### src/rtl/decode_stage_if.sv
// decode_stage_if: handshake + decode-bundle bus around decode_stage.
//   Upstream side : in_valid, in_instr -> stage; in_ready <- stage.
//   Downstream    : out_valid, out_instr, control bundle -> execute;
//                   out_ready <- execute.
//   modport slave  : the decode stage's view.
//   modport master : the surrounding pipeline / testbench view.
interface decode_stage_if #(
  parameter int INSTR_W = 16
);
  logic               in_valid;
  logic [INSTR_W-1:0] in_instr;
  logic               in_ready;
  logic               out_valid;
  logic               out_ready;
  logic [INSTR_W-1:0] out_instr;
  logic [1:0]         regdst;
  logic               zero_ext;
  logic               regwrt;
  logic [1:0]         bsource;
  logic               branch;
  logic               alujmp;
  logic               memwrt;
  logic               immsrc;
  logic               asource;
  logic               regsrc;
  logic [2:0]         aluop;
  logic               inva;
  logic               invb;
  logic               halt;
  logic               illegal;

  modport slave (
    input  in_valid, in_instr, out_ready,
    output in_ready, out_valid, out_instr, regdst, zero_ext, regwrt, bsource,
           branch, alujmp, memwrt, immsrc, asource, regsrc, aluop, inva, invb,
           halt, illegal
  );

  modport master (
    output in_valid, in_instr, out_ready,
    input  in_ready, out_valid, out_instr, regdst, zero_ext, regwrt, bsource,
           branch, alujmp, memwrt, immsrc, asource, regsrc, aluop, inva, invb,
           halt, illegal
  );
endinterface

### src/rtl/decode_stage.sv
// decode_stage: registered, valid/ready instruction-decode stage.
//   Decodes the 5-bit opcode (top bits of in_instr) into the control bundle
//   one cycle after acceptance, with a single-entry output register.
//   A HALT (or a trapped illegal opcode) drains the stage: RUN -> DRAIN ->
//   HALTED, leaving HALTED only through rst.
// Ports:
//   clk, rst     : clock, asynchronous active-high reset
//   ifc (slave)  : input handshake, output handshake and control bundle
//   halted       : stage is in HALTED
//   instr_count  : saturating count of accepted instructions
// Build option:
//   DECODE_ILLEGAL_TRAP_EN - when defined, unimplemented opcodes register
//   illegal=1 and drain the stage like HALT; otherwise they decode as NOP.
module decode_stage #(
  parameter int INSTR_W = 16,
  parameter int CNT_W   = 16
) (
  input  logic              clk,
  input  logic              rst,
  decode_stage_if.slave     ifc,
  output logic              halted,
  output logic [CNT_W-1:0]  instr_count
);

  typedef enum logic [1:0] {RUN, DRAIN, HALTED} state_t;

  typedef struct packed {
    logic [1:0] regdst;
    logic       zero_ext;
    logic       regwrt;
    logic [1:0] bsource;
    logic [2:0] aluop;
    logic       inva;
    logic       invb;
    logic       halt;
    logic       illegal;
  } ctrl_t;

  state_t             state_q, state_d;
  ctrl_t              dec, ctrl_q;
  logic               out_valid_q;
  logic [INSTR_W-1:0] instr_q;
  logic [4:0]         opcode;
  logic               accept, consume;

  assign opcode = ifc.in_instr[INSTR_W-1 -: 5];

  // in_ready depends only on state and the output register, never on in_valid.
  assign ifc.in_ready = (state_q == RUN) && (!out_valid_q || ifc.out_ready);
  assign accept       = ifc.in_valid && ifc.in_ready;
  assign consume      = out_valid_q && ifc.out_ready;

  always_comb begin
    dec = '0;
    case (opcode)
      5'b00000: dec.halt = 1'b1;
      5'b00001: ;
      5'b01000: begin
        dec.regdst = 2'b01; dec.bsource = 2'b01; dec.regwrt = 1'b1;
        dec.aluop  = 3'b100;
      end
      5'b01001: begin
        dec.regdst = 2'b01; dec.bsource = 2'b01; dec.regwrt = 1'b1;
        dec.aluop  = 3'b100; dec.inva = 1'b1;
      end
      5'b01010: begin
        dec.regdst = 2'b01; dec.bsource = 2'b01; dec.regwrt = 1'b1;
        dec.zero_ext = 1'b1; dec.aluop = 3'b111;
      end
      5'b01011: begin
        dec.regdst = 2'b01; dec.bsource = 2'b01; dec.regwrt = 1'b1;
        dec.zero_ext = 1'b1; dec.invb = 1'b1; dec.aluop = 3'b101;
      end
      5'b10100, 5'b10101, 5'b10110, 5'b10111: begin
        // Rotate/shift immediates: ALU op is the low two opcode bits.
        dec.regdst = 2'b01; dec.bsource = 2'b01; dec.regwrt = 1'b1;
        dec.aluop  = {1'b0, opcode[1:0]};
      end
      default: begin
`ifdef DECODE_ILLEGAL_TRAP_EN
        dec.illegal = 1'b1;
`else
        dec = '0;
`endif
      end
    endcase
  end

  // State register
  always_ff @(posedge clk or posedge rst) begin
    if (rst) state_q <= RUN;
    else     state_q <= state_d;
  end

  // Next state: after a stopping bundle is accepted no further accepts occur,
  // so the first consume seen in DRAIN is that bundle leaving.
  always_comb begin
    state_d = state_q;
    case (state_q)
      RUN:     if (accept && (dec.halt || dec.illegal)) state_d = DRAIN;
      DRAIN:   if (consume) state_d = HALTED;
      HALTED:  state_d = HALTED;
      default: state_d = RUN;
    endcase
  end

  // Output register: loads on accept, clears valid on a bare consume, and
  // otherwise holds (bundle fields keep their value while invalid).
  always_ff @(posedge clk or posedge rst) begin
    if (rst) begin
      out_valid_q <= 1'b0;
      ctrl_q      <= '0;
      instr_q     <= '0;
    end else if (accept) begin
      out_valid_q <= 1'b1;
      ctrl_q      <= dec;
      instr_q     <= ifc.in_instr;
    end else if (consume) begin
      out_valid_q <= 1'b0;
    end
  end

  always_ff @(posedge clk or posedge rst) begin
    if (rst)                                        instr_count <= '0;
    else if (accept && instr_count != {CNT_W{1'b1}}) instr_count <= instr_count + CNT_W'(1);
  end

  assign halted        = (state_q == HALTED);
  assign ifc.out_valid = out_valid_q;
  assign ifc.out_instr = instr_q;
  assign ifc.regdst    = ctrl_q.regdst;
  assign ifc.zero_ext  = ctrl_q.zero_ext;
  assign ifc.regwrt    = ctrl_q.regwrt;
  assign ifc.bsource   = ctrl_q.bsource;
  assign ifc.aluop     = ctrl_q.aluop;
  assign ifc.inva      = ctrl_q.inva;
  assign ifc.invb      = ctrl_q.invb;
  assign ifc.halt      = ctrl_q.halt;
  assign ifc.illegal   = ctrl_q.illegal;
  assign ifc.branch    = 1'b0;
  assign ifc.alujmp    = 1'b0;
  assign ifc.memwrt    = 1'b0;
  assign ifc.immsrc    = 1'b0;
  assign ifc.asource   = 1'b0;
  assign ifc.regsrc    = 1'b0;

endmodule

### src/flat_wrapper.sv
// flat-port wrapper written by rule: the top's interface ports become plain ports
module decode_stage_flat 
#(
  parameter int INSTR_W = 16,
  parameter int CNT_W   = 16
)
  (clk, rst, halted, instr_count, ifc_in_valid, ifc_in_instr, ifc_out_ready, ifc_in_ready, ifc_out_valid, ifc_out_instr, ifc_regdst, ifc_zero_ext, ifc_regwrt, ifc_bsource, ifc_branch, ifc_alujmp, ifc_memwrt, ifc_immsrc, ifc_asource, ifc_regsrc, ifc_aluop, ifc_inva, ifc_invb, ifc_halt, ifc_illegal);
  decode_stage_if #(.INSTR_W(INSTR_W)) ifc_i ();
  input  logic clk;
  input  logic rst;
  output logic halted;
  output logic [CNT_W-1:0] instr_count;
  input wire logic [$bits(ifc_i.in_valid)-1:0] ifc_in_valid;
  input wire logic [$bits(ifc_i.in_instr)-1:0] ifc_in_instr;
  input wire logic [$bits(ifc_i.out_ready)-1:0] ifc_out_ready;
  output wire logic [$bits(ifc_i.in_ready)-1:0] ifc_in_ready;
  output wire logic [$bits(ifc_i.out_valid)-1:0] ifc_out_valid;
  output wire logic [$bits(ifc_i.out_instr)-1:0] ifc_out_instr;
  output wire logic [$bits(ifc_i.regdst)-1:0] ifc_regdst;
  output wire logic [$bits(ifc_i.zero_ext)-1:0] ifc_zero_ext;
  output wire logic [$bits(ifc_i.regwrt)-1:0] ifc_regwrt;
  output wire logic [$bits(ifc_i.bsource)-1:0] ifc_bsource;
  output wire logic [$bits(ifc_i.branch)-1:0] ifc_branch;
  output wire logic [$bits(ifc_i.alujmp)-1:0] ifc_alujmp;
  output wire logic [$bits(ifc_i.memwrt)-1:0] ifc_memwrt;
  output wire logic [$bits(ifc_i.immsrc)-1:0] ifc_immsrc;
  output wire logic [$bits(ifc_i.asource)-1:0] ifc_asource;
  output wire logic [$bits(ifc_i.regsrc)-1:0] ifc_regsrc;
  output wire logic [$bits(ifc_i.aluop)-1:0] ifc_aluop;
  output wire logic [$bits(ifc_i.inva)-1:0] ifc_inva;
  output wire logic [$bits(ifc_i.invb)-1:0] ifc_invb;
  output wire logic [$bits(ifc_i.halt)-1:0] ifc_halt;
  output wire logic [$bits(ifc_i.illegal)-1:0] ifc_illegal;
  assign ifc_i.in_valid = ifc_in_valid;
  assign ifc_i.in_instr = ifc_in_instr;
  assign ifc_i.out_ready = ifc_out_ready;
  assign ifc_in_ready = ifc_i.in_ready;
  assign ifc_out_valid = ifc_i.out_valid;
  assign ifc_out_instr = ifc_i.out_instr;
  assign ifc_regdst = ifc_i.regdst;
  assign ifc_zero_ext = ifc_i.zero_ext;
  assign ifc_regwrt = ifc_i.regwrt;
  assign ifc_bsource = ifc_i.bsource;
  assign ifc_branch = ifc_i.branch;
  assign ifc_alujmp = ifc_i.alujmp;
  assign ifc_memwrt = ifc_i.memwrt;
  assign ifc_immsrc = ifc_i.immsrc;
  assign ifc_asource = ifc_i.asource;
  assign ifc_regsrc = ifc_i.regsrc;
  assign ifc_aluop = ifc_i.aluop;
  assign ifc_inva = ifc_i.inva;
  assign ifc_invb = ifc_i.invb;
  assign ifc_halt = ifc_i.halt;
  assign ifc_illegal = ifc_i.illegal;
  decode_stage #(.INSTR_W(INSTR_W), .CNT_W(CNT_W)) u_core (.clk(clk), .rst(rst), .ifc(ifc_i), .halted(halted), .instr_count(instr_count));
endmodule
### config.mk
export PLATFORM = sky130hd
export DESIGN_NAME = decode_stage_flat
export DESIGN_NICKNAME = d
export VERILOG_FILES = /design/src/rtl/decode_stage_if.sv /design/src/rtl/decode_stage.sv /design/src/flat_wrapper.sv
export SDC_FILE = /design/constraint.sdc
export NUM_CORES = 1
export LEC_CHECK = 0
export CAP_MARGIN = 20
export CORE_MARGIN = 1
export CORE_UTILIZATION = 30
export CTS_CLUSTER_SIZE = 8
export DETAILED_ROUTE_END_ITERATION = 12
export GPL_TIMING_DRIVEN = 0
export SYNTH_ARGS = -nofsm -noshare
export SYNTH_HDL_FRONTEND = slang
export SYNTH_SLANG_ARGS = --single-unit
### constraint.sdc
create_clock -name clk -period 2.95 [get_ports clk]
set_input_delay 0.885 -clock clk [delete_from_list [all_inputs] [get_ports clk]]
set_output_delay 0.885 -clock clk [all_outputs]
set_load 0.005 [all_outputs]
# [After elaboration in Yosys (flattened, before gate mapping)]
# Cells that the tools add are included.
# W data, S select, Z words.
[totals] register_bits=47 latchBits=0 mem_bits_rw=0 mem_bits_ro=0 inputBits=20 wordCells=52 memories=0
[classes] addsub=1 n_mul=0 div_mod_pow=0 n_lt_le_gt_ge=0 eq_ne=13 shifts=0 muxes=11 bitwise=0 reduce_logical=15
[op_table] operator="$pmux W6 S4" n=1
[op_table] operator="$eq A5 B4 Y1 const B" n=4
[op_table] operator="$eq A5 B5 Y1 const B" n=4
[op_table] operator="$add A16 B1 Y16 const B" n=1
[op_table] operator="$ne A16 B16 Y1 const B" n=1
[op_table] operator="$reduce_or A8 Y1" n=1
[op_table] operator="$mux W1" n=7
[op_table] operator="$pmux W2 S3" n=1
[op_table] operator="$logic_and A1 B1 Y1" n=5
[op_table] operator="$logic_not A5 Y1" n=1
[op_table] operator="$mux W2" n=2
[op_table] operator="$reduce_or A2 Y1" n=2
[op_table] operator="$reduce_or A4 Y1" n=1
[op_table] operator="$eq A2 B1 Y1 const B" n=1
[op_table] operator="$eq A2 B2 Y1 const B" n=1
[op_table] operator="$logic_not A2 Y1" n=1
[op_table] operator="$ne A2 B1 Y1 const B" n=1
[op_table] operator="$ne A2 B2 Y1 const B" n=1
[op_table] operator="$reduce_and A2 Y1" n=1
[op_table] operator="$reduce_bool A2 Y1" n=1
[op_table] operator="$logic_not A1 Y1" n=1
[op_table] operator="$logic_or A1 B1 Y1" n=1

# [Longest topological paths before layout]
[logic_depth] depth_word=7 depth_mapped=8 ltp_nobuf=6

# [Least setup slack after synthesis]
# Ideal clock, no wire load.
[synth_path] path_kind="in2out" from="input port ifc_out_ready" to="output port ifc_in_ready" arrival_time_ps=1215 path_slack_ps=850 path_stages=2 path_buffers=0 path_cell_list="nand2b_1 > and2_1"
[synth_via] elab_chain_cells=2
[synth_lines] element="start, declared" line_no="flat_wrapper.sv:15" rtl="input wire logic [$bits(ifc_i.out_ready)-1:0] ifc_out_ready;"
[synth_lines] element="$logic_or A1 B1 Y1" line_no="decode_stage.sv:49" rtl="assign ifc.in_ready = (state_q == RUN) && (!out_valid_q || ifc.out_ready);"
[synth_lines] element="$logic_and A1 B1 Y1" line_no="decode_stage.sv:49"
[synth_lines] element="end, declared" line_no="flat_wrapper.sv:16" rtl="output wire logic [$bits(ifc_i.in_ready)-1:0] ifc_in_ready;"
# Every way passes these cells.

# [Worst setup path after layout]
# Ends and elaborated chain as after synthesis.

==> flow_summary_export.csv <==
group,metric,value,unit
global_route,overflow,0,
clocking,clock_path_buffers,2,
place,portBuffers,64,
place,place_congestion,0.6927,
synthesis,postSynthAreaPerCell,9.834,µm²
sta,max_freq,362.3,MHz
synthesis,netlist_instances,214,
critical_path,crit_required,2.07,ns
final_layout,final_cell_mix,"nand2_1 (63), clkdlybuf4s50_1 (63), dfrtp_1 (44), nand3_1 (10), buf_4 (10)",
sta,worst_pin_slew,0.5326,ns
sta,rsz0062_at_grt,"false",
global_route,grt_max_degree,34,
place,dp.cells,383,
sta,clock_skew,0.008577,ns
synthesis,yosysSeqAreaShare,52.32,%
worst_hold_path,holdPathStages,2,
synthesis,yosys.area.top_type,"dfrtp_1",
global_route,grt_pass1_vias,1698,
power_and_ir_drop,internal-power,1.569,mW
clocking,cts_tree,"built",
power_and_ir_drop,vdd_drop_max,0.4027,mV
critical_path,crit_fanout,5,
place,post-dp-hpwl,3647,µm
clocking,cts_sinks,44,
floorplan,start_util,30.98,%
routing,totalWireLength,4861,µm
synthesis,yosys_register_bits,44,
critical_path,slowest_delay,0.42,ns
power_and_ir_drop,p_per_area,753.9,mW/mm²
critical_path,end_kind,"primary output",
global_route,antenna_found_initial,0,
global_route,grt_usage,13.91,%
sta,setup_slack,0.1901,ns
routing,dr.pass1.iters,4,
clocking,post-cts-setup-buffer-count,0,
final_layout,final_nets,318,
synthesis,synth_area_leaders,"dfrtp_1 (52%), nand2_1 (11%), buf_4 (3.6%)",
final_layout,drive_gt1_share,10.17,%
power_and_ir_drop,seqPwrFrac,41.7,%
synthesis,netlist_area,0.002105,mm²
worst_hold_path,hp-class,"reg -> reg",
clocking,cts-root-buf,"clkbuf_8",
sta,slew-limit-headroom,64.17,%
clocking,clk_pin_slew,0.09,ns
synthesis,synth_edf_count,0,
run_status,status,"finished, final reports clean",
clocking,clk_latency,0.29,ns
sta,whs,0.4779,ns
sta,hold_violations,0,
floorplan,io-pin-count,74,
synthesis,ys_async_sr_fraction,100.0,%
final_layout,finalNonFillerCells,391,
final_layout,n_antenna_cell,0,
power_and_ir_drop,clockPowerShare,20.2,%
routing,via_per_inst,4.483,
sta,finalCriticalPeriod,2.760,ns
run,drv_cap,0,
synthesis,synth_warnings,0,
clocking,cts_buffers,5,
routing,antenna_left,0,
synthesis,synth.top_cell.area_share,52.32,%
floorplan,core-area,0.006794,mm²
power_and_ir_drop,p_leak,1.369,nW
routing,drt_iter0_drc,58,
final_layout,syn2layout_area_growth,44.11,%
power_and_ir_drop,switching_share,31.36,%
sta,setup_viol,0,
sta,period_share,93.56,%
critical_path,ff2ff_path_depth,5,
floorplan,die_w,85.76,µm
critical_path,worstSetupStartpointType,"input pin",
sta,finalMaxSlewViolations,0,
power_and_ir_drop,finalPower,2.286,mW
floorplan,die_h,85.76,µm
routing,vias,1753,
synthesis,synth_cell_types,43,
critical_path,cp_data_arrival_time,1.87,ns
power_and_ir_drop,p_switching,0.7170,mW
critical_path,crit_chain,"clkdlybuf4s50_1 > nand2b_4 > and2_1 > dlygate4sd2_1",
place,pre_cts_slack,-0.1068,ns
critical_path,worst-setup-path-type,"in -> out",
clocking,htree_levels,2,
floorplan,die_area,0.007354,mm²
synthesis,synthFlopType,"dfrtp_1",
floorplan,rows,30,
critical_path,crit_path_top_delay_cell,"clkdlybuf4s50_1",
critical_path,ff2ff_setup_slack,0.96,ns
routing,avgRoutedWirePerCell,12.43,µm
global_route,grt_pass1_wl,8017,µm
power_and_ir_drop,p_comb_share,38.1,%
routing,drcViolationCount,0,
area by class of cell:
type	instances	area [µm²]
Clock buffer	5	68.82
Fill cell	677	3761
Tap cell	96	120.1
Clock inverter	3	42.54
Multi-Input combinational cell	157	919.6
Timing Repair Buffer	65	659.4
Buffer	17	106.4
Sequential cell	44	1101
Inverter	4	15.01
what timing repair did:
item | in CTS | in global routing
hold buffers | 0 | 0
gates resized for setup | 2 | 0
setup endpoints to repair | 1 | 0
final timing paths:
path	startpoint	endpoint
max	ifc_out_ready	ifc_in_ready
min	u_core.ifc.out_instr[6]	u_core.ifc.out_instr[6]
max reg2reg	u_core.instr_count[0]	u_core.instr_count[1]
min reg2reg	u_core.ifc.out_instr[6]	u_core.ifc.out_instr[6]
max in group asynchronous	rst	u_core.instr_count[6]
min in group asynchronous	rst	u_core.ifc.out_instr[4]
cells by family (layout without fill, tap and decap cells):
kind of cell / Yosys count / count (layout) / share of synthesized area, %
AOI/OAI and AO/OA: 21 / 21 / 7.194
xor gates and xnor gates: 13 / 13 / 5.410
adders and majority gates: 4 / 4 / 2.378
buffers and inverters: 21 / 94 / 5.767
DFF: 44 / 44 / 52.32
muxes: 1 / 1 / 0.7132
other: 1 / 9 / 0.1782
and+or+nand+nor: 109 / 109 / 26.04
synth_stat cells (all sizes together) (3+ instances only):
cell type,instances
dfrtp,44
xor2,8
nor3,4
a41oi,3
ha,4
and2,3
nand2,63
inv,4
nand3,10
o21a,3
buf,15
nor2,5
xnor2,5
o21ai,4
nand4,4
nor4,6
layer usage:
metal / global-route usage (%) / vias to the layer above / part of all wire, %
met5: 0 / - / 0
met4: 4.091 / 0 / 0.49
met3: 3.369 / 2 / 4.3
met2: 24.15 / 43 / 49
met1: 17.17 / 841 / 46
li1: - / 867 / -
metrics by stage:
step | util, % | instance area [µm²] | TNS [ns]
5_1_grt | 44.64 | 3033 | 0
4_1_cts | 44.64 | 3033 | 0
6_report | 44.64 | 3033 | 0
3_5_place_dp | 42.91 | 2915 | -0.1068
3_3_place_gp | 42.62 | 2895 | -0.1064
2_1_floorplan | - | 2135 | 0
power groups by stage:
stage / sequential, mW / clock (mW) / combinational [mW]
global route: 0.985 / 0.509 / 0.968
floorplan: 0.965 / 0 / 0.345
finish: 0.954 / 0.462 / 0.870
detailed placement: 0.966 / 0 / 0.887
CTS: 0.957 / 0.481 / 0.890
global placement: 0.960 / 0 / 0.866
state kept, by name, indices dropped and copies added, names as in the netlist, 2 cells and up:
register              cells
u_core.ifc.out_instr     16
u_core.ifc.aluop          3
u_core.state_q            2
u_core.instr_count       16
critical path: cells and delay by family:
family                 cells  cell delay [ns]
buffers and inverters      2             0.68
AND/OR/NAND/NOR            2             0.31
(Power assumes the default switching activity.)
